===== config.mk =====
export PLATFORM = sky130hd
export DESIGN_NAME = alu_sequencer
export DESIGN_NICKNAME = d
export VERILOG_FILES = /design/src/rtl/alu_sequencer.sv
export SDC_FILE = /design/constraint.sdc
export NUM_CORES = 1
export LEC_CHECK = 0
export CORE_MARGIN = 4
export CORE_UTILIZATION = 42
export DETAILED_ROUTE_END_ITERATION = 10
export PLACE_DENSITY = 0.89
export SKIP_LAST_GASP = 1
export SLEW_MARGIN = 0
export SYNTH_ARGS = -nofsm -noshare
export SYNTH_HDL_FRONTEND = slang
export SYNTH_SLANG_ARGS = --single-unit

===== constraint.sdc =====
create_clock -name clk -period 1.81 [get_ports clk]
set_input_delay 0.181 -clock clk [delete_from_list [all_inputs] [get_ports clk]]
set_output_delay 0.181 -clock clk [all_outputs]
set_load 0.02 [all_outputs]

===== src/rtl/alu_sequencer.sv =====
// alu_sequencer: multi-cycle 8085 arithmetic/logic instruction controller.
// Define ALU_IMM_EN to also accept the immediate forms ADI..CPI (11ooo110).
module alu_sequencer #(
  parameter logic [2:0] ACC_ADDR    = 3'd7,
  parameter logic [7:0] RESET_FLAGS = 8'h00
) (
  input  logic       clk,
  input  logic       rst_n,
  input  logic       instr_valid,
  output logic       instr_ready,
  input  logic [7:0] instr_op,
  input  logic [7:0] instr_imm,
  output logic       done,
  output logic       err,
  output logic [2:0] rf_raddr,
  input  logic [7:0] rf_rdata,
  output logic       rf_we,
  output logic [2:0] rf_waddr,
  output logic [7:0] rf_wdata,
  output logic       alu_enable,
  output logic [3:0] alu_op,
  output logic [7:0] alu_a,
  output logic [7:0] alu_b,
  output logic [7:0] alu_f,
  input  logic [7:0] alu_r,
  input  logic [7:0] alu_fo,
  input  logic       alu_flag_wrbar,
  output logic [7:0] flags,
  input  logic       flags_load,
  input  logic [7:0] flags_din
);
  typedef enum logic [2:0] {IDLE, RD_A, RD_B, EXEC, WB, ERR} state_t;
  state_t     r_state, w_next;
  logic       w_grp, w_inc, w_imm, w_accept, w_exec, w_wb, w_to_acc;
  logic [2:0] w_ooo;
  logic [3:0] w_aluop;
  logic       r_grp, r_imm_op, r_cmp, r_wrbar;
  logic [3:0] r_aluop;
  logic [2:0] r_ddd, r_sss;
  logic [7:0] r_imm, r_a, r_res, r_fo, r_flags;
  assign w_ooo   = instr_op[5:3];
  assign w_grp   = instr_op[7:6] == 2'b10 && instr_op[2:0] != 3'b110;
  assign w_inc   = instr_op[7:6] == 2'b00 && instr_op[2:1] == 2'b10 && w_ooo != 3'b110;
`ifdef ALU_IMM_EN
  assign w_imm   = instr_op[7:6] == 2'b11 && instr_op[2:0] == 3'b110;
`else
  assign w_imm   = 1'b0;
`endif
  assign w_aluop = w_inc ? {3'b100, instr_op[0]}
                         : {1'b0, w_ooo == 3'd5 ? 3'd6 : w_ooo == 3'd6 ? 3'd5 : w_ooo};
  assign w_accept = r_state == IDLE && instr_valid;
  assign w_exec   = r_state == EXEC;
  assign w_wb     = r_state == WB;
  assign w_to_acc = r_grp | r_imm_op;
  always_ff @(posedge clk or negedge rst_n)
    if (!rst_n) r_state <= IDLE;
    else        r_state <= w_next;
  always_comb begin
    w_next = r_state;
    case (r_state)
      IDLE:    w_next = !instr_valid ? IDLE : (w_grp | w_inc | w_imm) ? RD_A : ERR;
      RD_A:    w_next = r_grp ? RD_B : EXEC;
      RD_B:    w_next = EXEC;
      EXEC:    w_next = WB;
      default: w_next = IDLE;
    endcase
  end
  always_ff @(posedge clk or negedge rst_n) begin
    if (!rst_n) begin
      r_grp    <= 1'b0;
      r_imm_op <= 1'b0;
      r_cmp    <= 1'b0;
      r_wrbar  <= 1'b1;
      r_aluop  <= 4'd0;
      r_ddd    <= 3'd0;
      r_sss    <= 3'd0;
      r_imm    <= 8'h00;
      r_a      <= 8'h00;
      r_res    <= 8'h00;
      r_fo     <= 8'h00;
      r_flags  <= RESET_FLAGS;
    end else begin
      if (w_accept) begin
        r_grp    <= w_grp;
        r_imm_op <= w_imm;
        r_cmp    <= (w_grp | w_imm) && w_ooo == 3'b111;
        r_aluop  <= w_aluop;
        r_ddd    <= w_ooo;
        r_sss    <= instr_op[2:0];
        r_imm    <= instr_imm;
      end
      if (r_state == RD_B) r_a <= rf_rdata;
      if (w_exec) begin
        r_res   <= alu_r;
        r_fo    <= alu_fo;
        r_wrbar <= alu_flag_wrbar;
      end
      // an ALU flag update in WB takes priority over an external load
      if (w_wb && !r_wrbar) r_flags <= r_fo;
      else if (flags_load)  r_flags <= flags_din;
    end
  end
  assign instr_ready = r_state == IDLE;
  assign done        = w_wb;
  assign err         = r_state == ERR;
  assign rf_raddr    = r_state == RD_A ? (w_to_acc ? ACC_ADDR : r_ddd)
                     : r_state == RD_B ? r_sss : 3'd0;
  assign rf_we       = w_wb && !r_cmp;
  assign rf_waddr    = w_wb ? (w_to_acc ? ACC_ADDR : r_ddd) : 3'd0;
  assign rf_wdata    = w_wb ? r_res : 8'h00;
  // the last operand read arrives on rf_rdata during EXEC and feeds the ALU directly
  assign alu_enable  = w_exec;
  assign alu_op      = w_exec ? r_aluop : 4'd0;
  assign alu_a       = w_exec ? (r_grp ? r_a : rf_rdata) : 8'h00;
  assign alu_b       = w_exec ? (r_grp ? rf_rdata : r_imm_op ? r_imm : 8'h00) : 8'h00;
  assign alu_f       = w_exec ? r_flags : 8'h00;
  assign flags       = r_flags;
endmodule

Yosys cells after proc, flatten, opt, wreduce, memory -nomap -nowiden:

Index checks and enable logic that the tools add are counted.

* bits in registers: 48
* word-level logic and storage cells: 56
* input port bits: 53
* output and inout port bits: 55

* reductions and logical operators: 12
* mux-type cells: 20
* bitwise operators: 1
* eq/ne operators: 12

Operator list (number)
* $mux W8: 8
* $mux W3: 8
* $eq A3 B3 Y1 const B: 5
* $pmux W3 S4: 1
* $mux W4: 2
* $logic_and A1 B1 Y1: 7
* $eq A3 B2 Y1 const B: 2
* $ne A3 B3 Y1 const B: 2
* $eq A2 B2 Y1 const B: 2
* $eq A3 B1 Y1 const B: 1
* $logic_not A3 Y1: 1
* $logic_not A1 Y1: 2
* $logic_not A2 Y1: 1
* $reduce_bool A2 Y1: 1
* $mux W1: 1
* $or A1 B1 Y1: 1

Depth between registers and ports, before layout:

* depth in word-level cells: 7
* gate-level depth with buffers: 7

Worst setup path after synthesis:

No wires, ideal clock.

* kind: register to register
* start: register r_state[0]
* end: register r_cmp
* data required time: 1.718 ns
* clock period less this slack: 1.561 ns
* cell stages (with the launch flop): 6
* path buffers: 3
* arrival: 1.469 ns
* setup slack: 0.249 ns
* path through: dfrtp_1 -> buf_6 -> or4b_4 -> buf_6 -> buf_6 -> o31ai_2

* cells in the longest elaborated chain, start to end: 2

RTL lines
* from (decl): RTL line 33 `state_t r_state, w_next;`
* from (signal assigned): RTL line 57 `else r_state <= w_next;`
* $logic_not A3 Y1: RTL line 51 `assign w_accept = r_state == IDLE && instr_valid;`
* $logic_and A1 B1 Y1: RTL line 51
* to (signal assigned): RTL line 72 `r_cmp <= 1'b0;`
* to (signal assigned): RTL line 86 `r_cmp <= (w_grp | w_imm) && w_ooo == 3'b111;`
* to (decl): RTL line 37 `logic r_grp, r_imm_op, r_cmp, r_wrbar;`

Every way passes these cells.
A chain may end at the register's enable or synchronous reset.

Worst setup path in the final report:

* start: register r_state[0]
* end: register r_state[2]

* cells in the longest elaborated chain, start to end: 2
* elaborated cells on any way between the ends: 5
* those cells by class: 3 x eq/ne; 1 x mux; 1 x reduce/logical

RTL lines
* $eq A3 B2 Y1 (tied with other cells): RTL line 60 `case (r_state)`
* $pmux W3 S4 (*): RTL line 60
* net w_next[2]: RTL line 33

The timed path passes the listed nets; every way through them passes the cells marked *.

==> out/metrics.yaml <==
synthesis:
  ys.flop_type: "dfrtp_1"
  synthCells: 257
  yosysWarnings: 0
  synthTopCellsByArea: "dfrtp_1 48%, nand2_1 11%, mux2i_1 7.0%"
  synth_edf_count: 0
  synth-async-reset-ratio_pct: 100
  ys_ff_latch: 48
  synth_top_area_share_pct: 48.5
  yosysTopAreaCell: "dfrtp_1"
  synth.distinct_cells: 29
  post_synth.cell_area_avg_um2: 9.44
  synth_nets: 310
  synth-seq-area-share_pct: 49.6
  syn_area_mm2: 0.00243
global_routing:
  antenna_found_initial: 0
  met2_usage_pct: 31.6
  use_met1_pct: 21.9
  grt_pass1_wl_um: 10400
  use_met3_pct: 5.03
  overflow: 0
  grt_pass1_vias: 2242
  grt_max_degree: 28
  grt_busiest_layer: "met2"
  grt.total_usage_pct: 18.0
timing:
  period_needed_ns: 1.74
  finalHoldViolations: 0
  slew_violations: 0
  fmax_mhz: 576
  slew_headroom_pct: 65.3
  fin_crit_sh_pct: 95.9
  clock_skew_ns: 0.00369
  worstMarginPinSlew_ns: 0.520
  setup_viol: 0
  rsz0062_at_grt: "true"
run_status:
  status: "complete, no violations"
clock_tree:
  cts-root-buf: "clkbuf_8"
  clk_latency_ns: 0.29
  cts_htree_levels: 2
  cts_buffers: 5
  cts_sinks: 48
  cts_tree: "yes"
  cts.clk_slew.worst_paths_ns: 0.08
  clockBufferDepth: 2
floorplanning:
  rows: 27
  die_w_um: 84
  fp.coreArea_mm2: 0.00554
  die_y_um: 84
  start_util_pct: 43.8
  boundaryPins: 108
  die_area_mm2: 0.00706
critical_path:
  start_kind: "flop"
  crit_fanout: 19
  cp.required_ns: 2.00
  ff2ff_path_depth: 3
  end_kind: "flop"
  critPathKind: "flop to flop"
  arrival_ns: 1.92
route:
  firstDrtPassIters: 4
  antenna_left: 0
  route.detailed.drc: 0
  viasPerCell: 4.98
  drt_iter0_drc: 72
  routed_wl_um: 6230
  drt-wirelength-per-cell_um: 14.1
  dr_total_vias: 2205
place:
  io_buffers: 99
  dpl.hpwl_um: 4770
  place_congestion: 0.873
power:
  power_mw: 5.13
  cellPowerDensity_mw_per_mm2: 1450
  p_leak_nw: 1.78
  peakVddDrop_mv: 0.937
cells_and_area:
  area_delta_synth_final_pct: 46.3
  drive_above_1_share_pct: 24.5
  final_util_pct: 64.1
  n_antenna_cell: 0
  finalNetCount: 423
job:
  maxCapViolCount: 0
hold_path:
  hp-class: "input pin to asynchronous set/reset pin"
-- logic make-up after synthesis --
| logic type | synth area share (%) |
|---|---|
| mux | 13.5 |
| flops | 49.6 |
| compound gates | 6.65 |
| buf+inv | 4.13 |
| simple gates | 26.1 |
-- cells in the final DEF (no fill, tap or decap), types with 3 or more instances in the layout --
cell type         n
o31ai_1           3
clkbuf_8          5
nand2_1          71
clkdlybuf4s15_1   3
clkbuf_2         35
dfrtp_1          45
buf_4            20
and3_1           16
o21ai_0          15
nor2_1           20
mux2i_1          17
clkdlybuf4s50_1  51
mux2_2           14
inv_1             3
a21oi_1           3
and2_1           14
dlygate4sd2_1     9
-- routing by layer --
layer  wire [um]  part of all wire (%)
met1        2640                    42
met2        3170                    51
met3         400                   6.4
met4          18                  0.29
met5           0                     0
-- stage by stage --
| step | worst slack (ns) | instances | hold slack [ns] | TNS, ns | cell area, um2 |
|---|---|---|---|---|---|
| after floorplan | 0.249 | 257 | -0.115 | 0 | 2430 |
| after global placement | 0.0403 | 433 | 0.186 | 0 | 3600 |
| after detailed placement | -0.00967 | 433 | 0.183 | -0.0257 | 3600 |
| after CTS | -0.0154 | 442 | 0.398 | -0.0154 | 3670 |
| after global routing | -0.0739 | 443 | 0.397 | -0.0793 | 3550 |
| final | 0.0735 | 443 | 0.393 | 0 | 3550 |
-- registers in the layout (all words and copies together), names as in the netlist --
signal / count
r_fo: 8
r_state: 3
r_grp: 1
r_cmp: 1
r_a: 8
r_wrbar: 1
flags: 8
r_sss: 3
r_ddd: 3
r_aluop: 4
r_res: 8
-- area by class of cell --
class / instances / area, um2
clock buffer: 6 / 72.6
timing repair buffer: 122 / 1000
tap: 72 / 90.1
clock inverter: 2 / 35.0
fill: 475 / 1990
inverter: 3 / 11.3
sequential: 48 / 1200
multi-input combinational: 190 / 1140
-- worst max-delay path, cell delays in order (launching register included) --
cell,delay (ns)
dfrtp_2,0.46
buf_4,0.17
or4b_4,0.67
o41ai_2,0.33
-- cells in the mapped netlist (all sizes together), types with 3 or more instances --
library cell   n
inv            3
and2          14
mux2          14
nor2          20
mux2i         17
clkbuf         6
o21ai         15
nor2b          3
a21oi          3
and3          16
dfrtp         47
nand2         71
buf           10
o31ai          5
-- power breakdown --
part | internal, mW | switching [mW] | leakage (nW)
Sequential | 1.57 | 0.306 | 0.580
Combinational | 1.15 | 1.35 | 1.15
Clock | 0.410 | 0.335 | 0.0552
-- final timing paths --
path,slack [ns],to,startpoint
min in group clk,0.40,r_wrbar,alu_flag_wrbar
min reg2reg,0.47,r_aluop[1],r_aluop[1]
max reg2reg,0.07,r_state[2],r_state[0]
min,0.39,r_a[6],rst_n
max,0.07,r_state[2],r_state[0]
max in group asynchronous,0.82,r_wrbar,rst_n
-- timing repair --
item / in CTS / in global routing
gates resized for setup: 59 / 66
endpoints found under the hold margin: 21 / 0
hold buffers: 1 / 0
buffers inserted: 0 / 1
setup endpoints to repair: 48 / 39
Note: power is estimated with default switching activity, not from simulation.
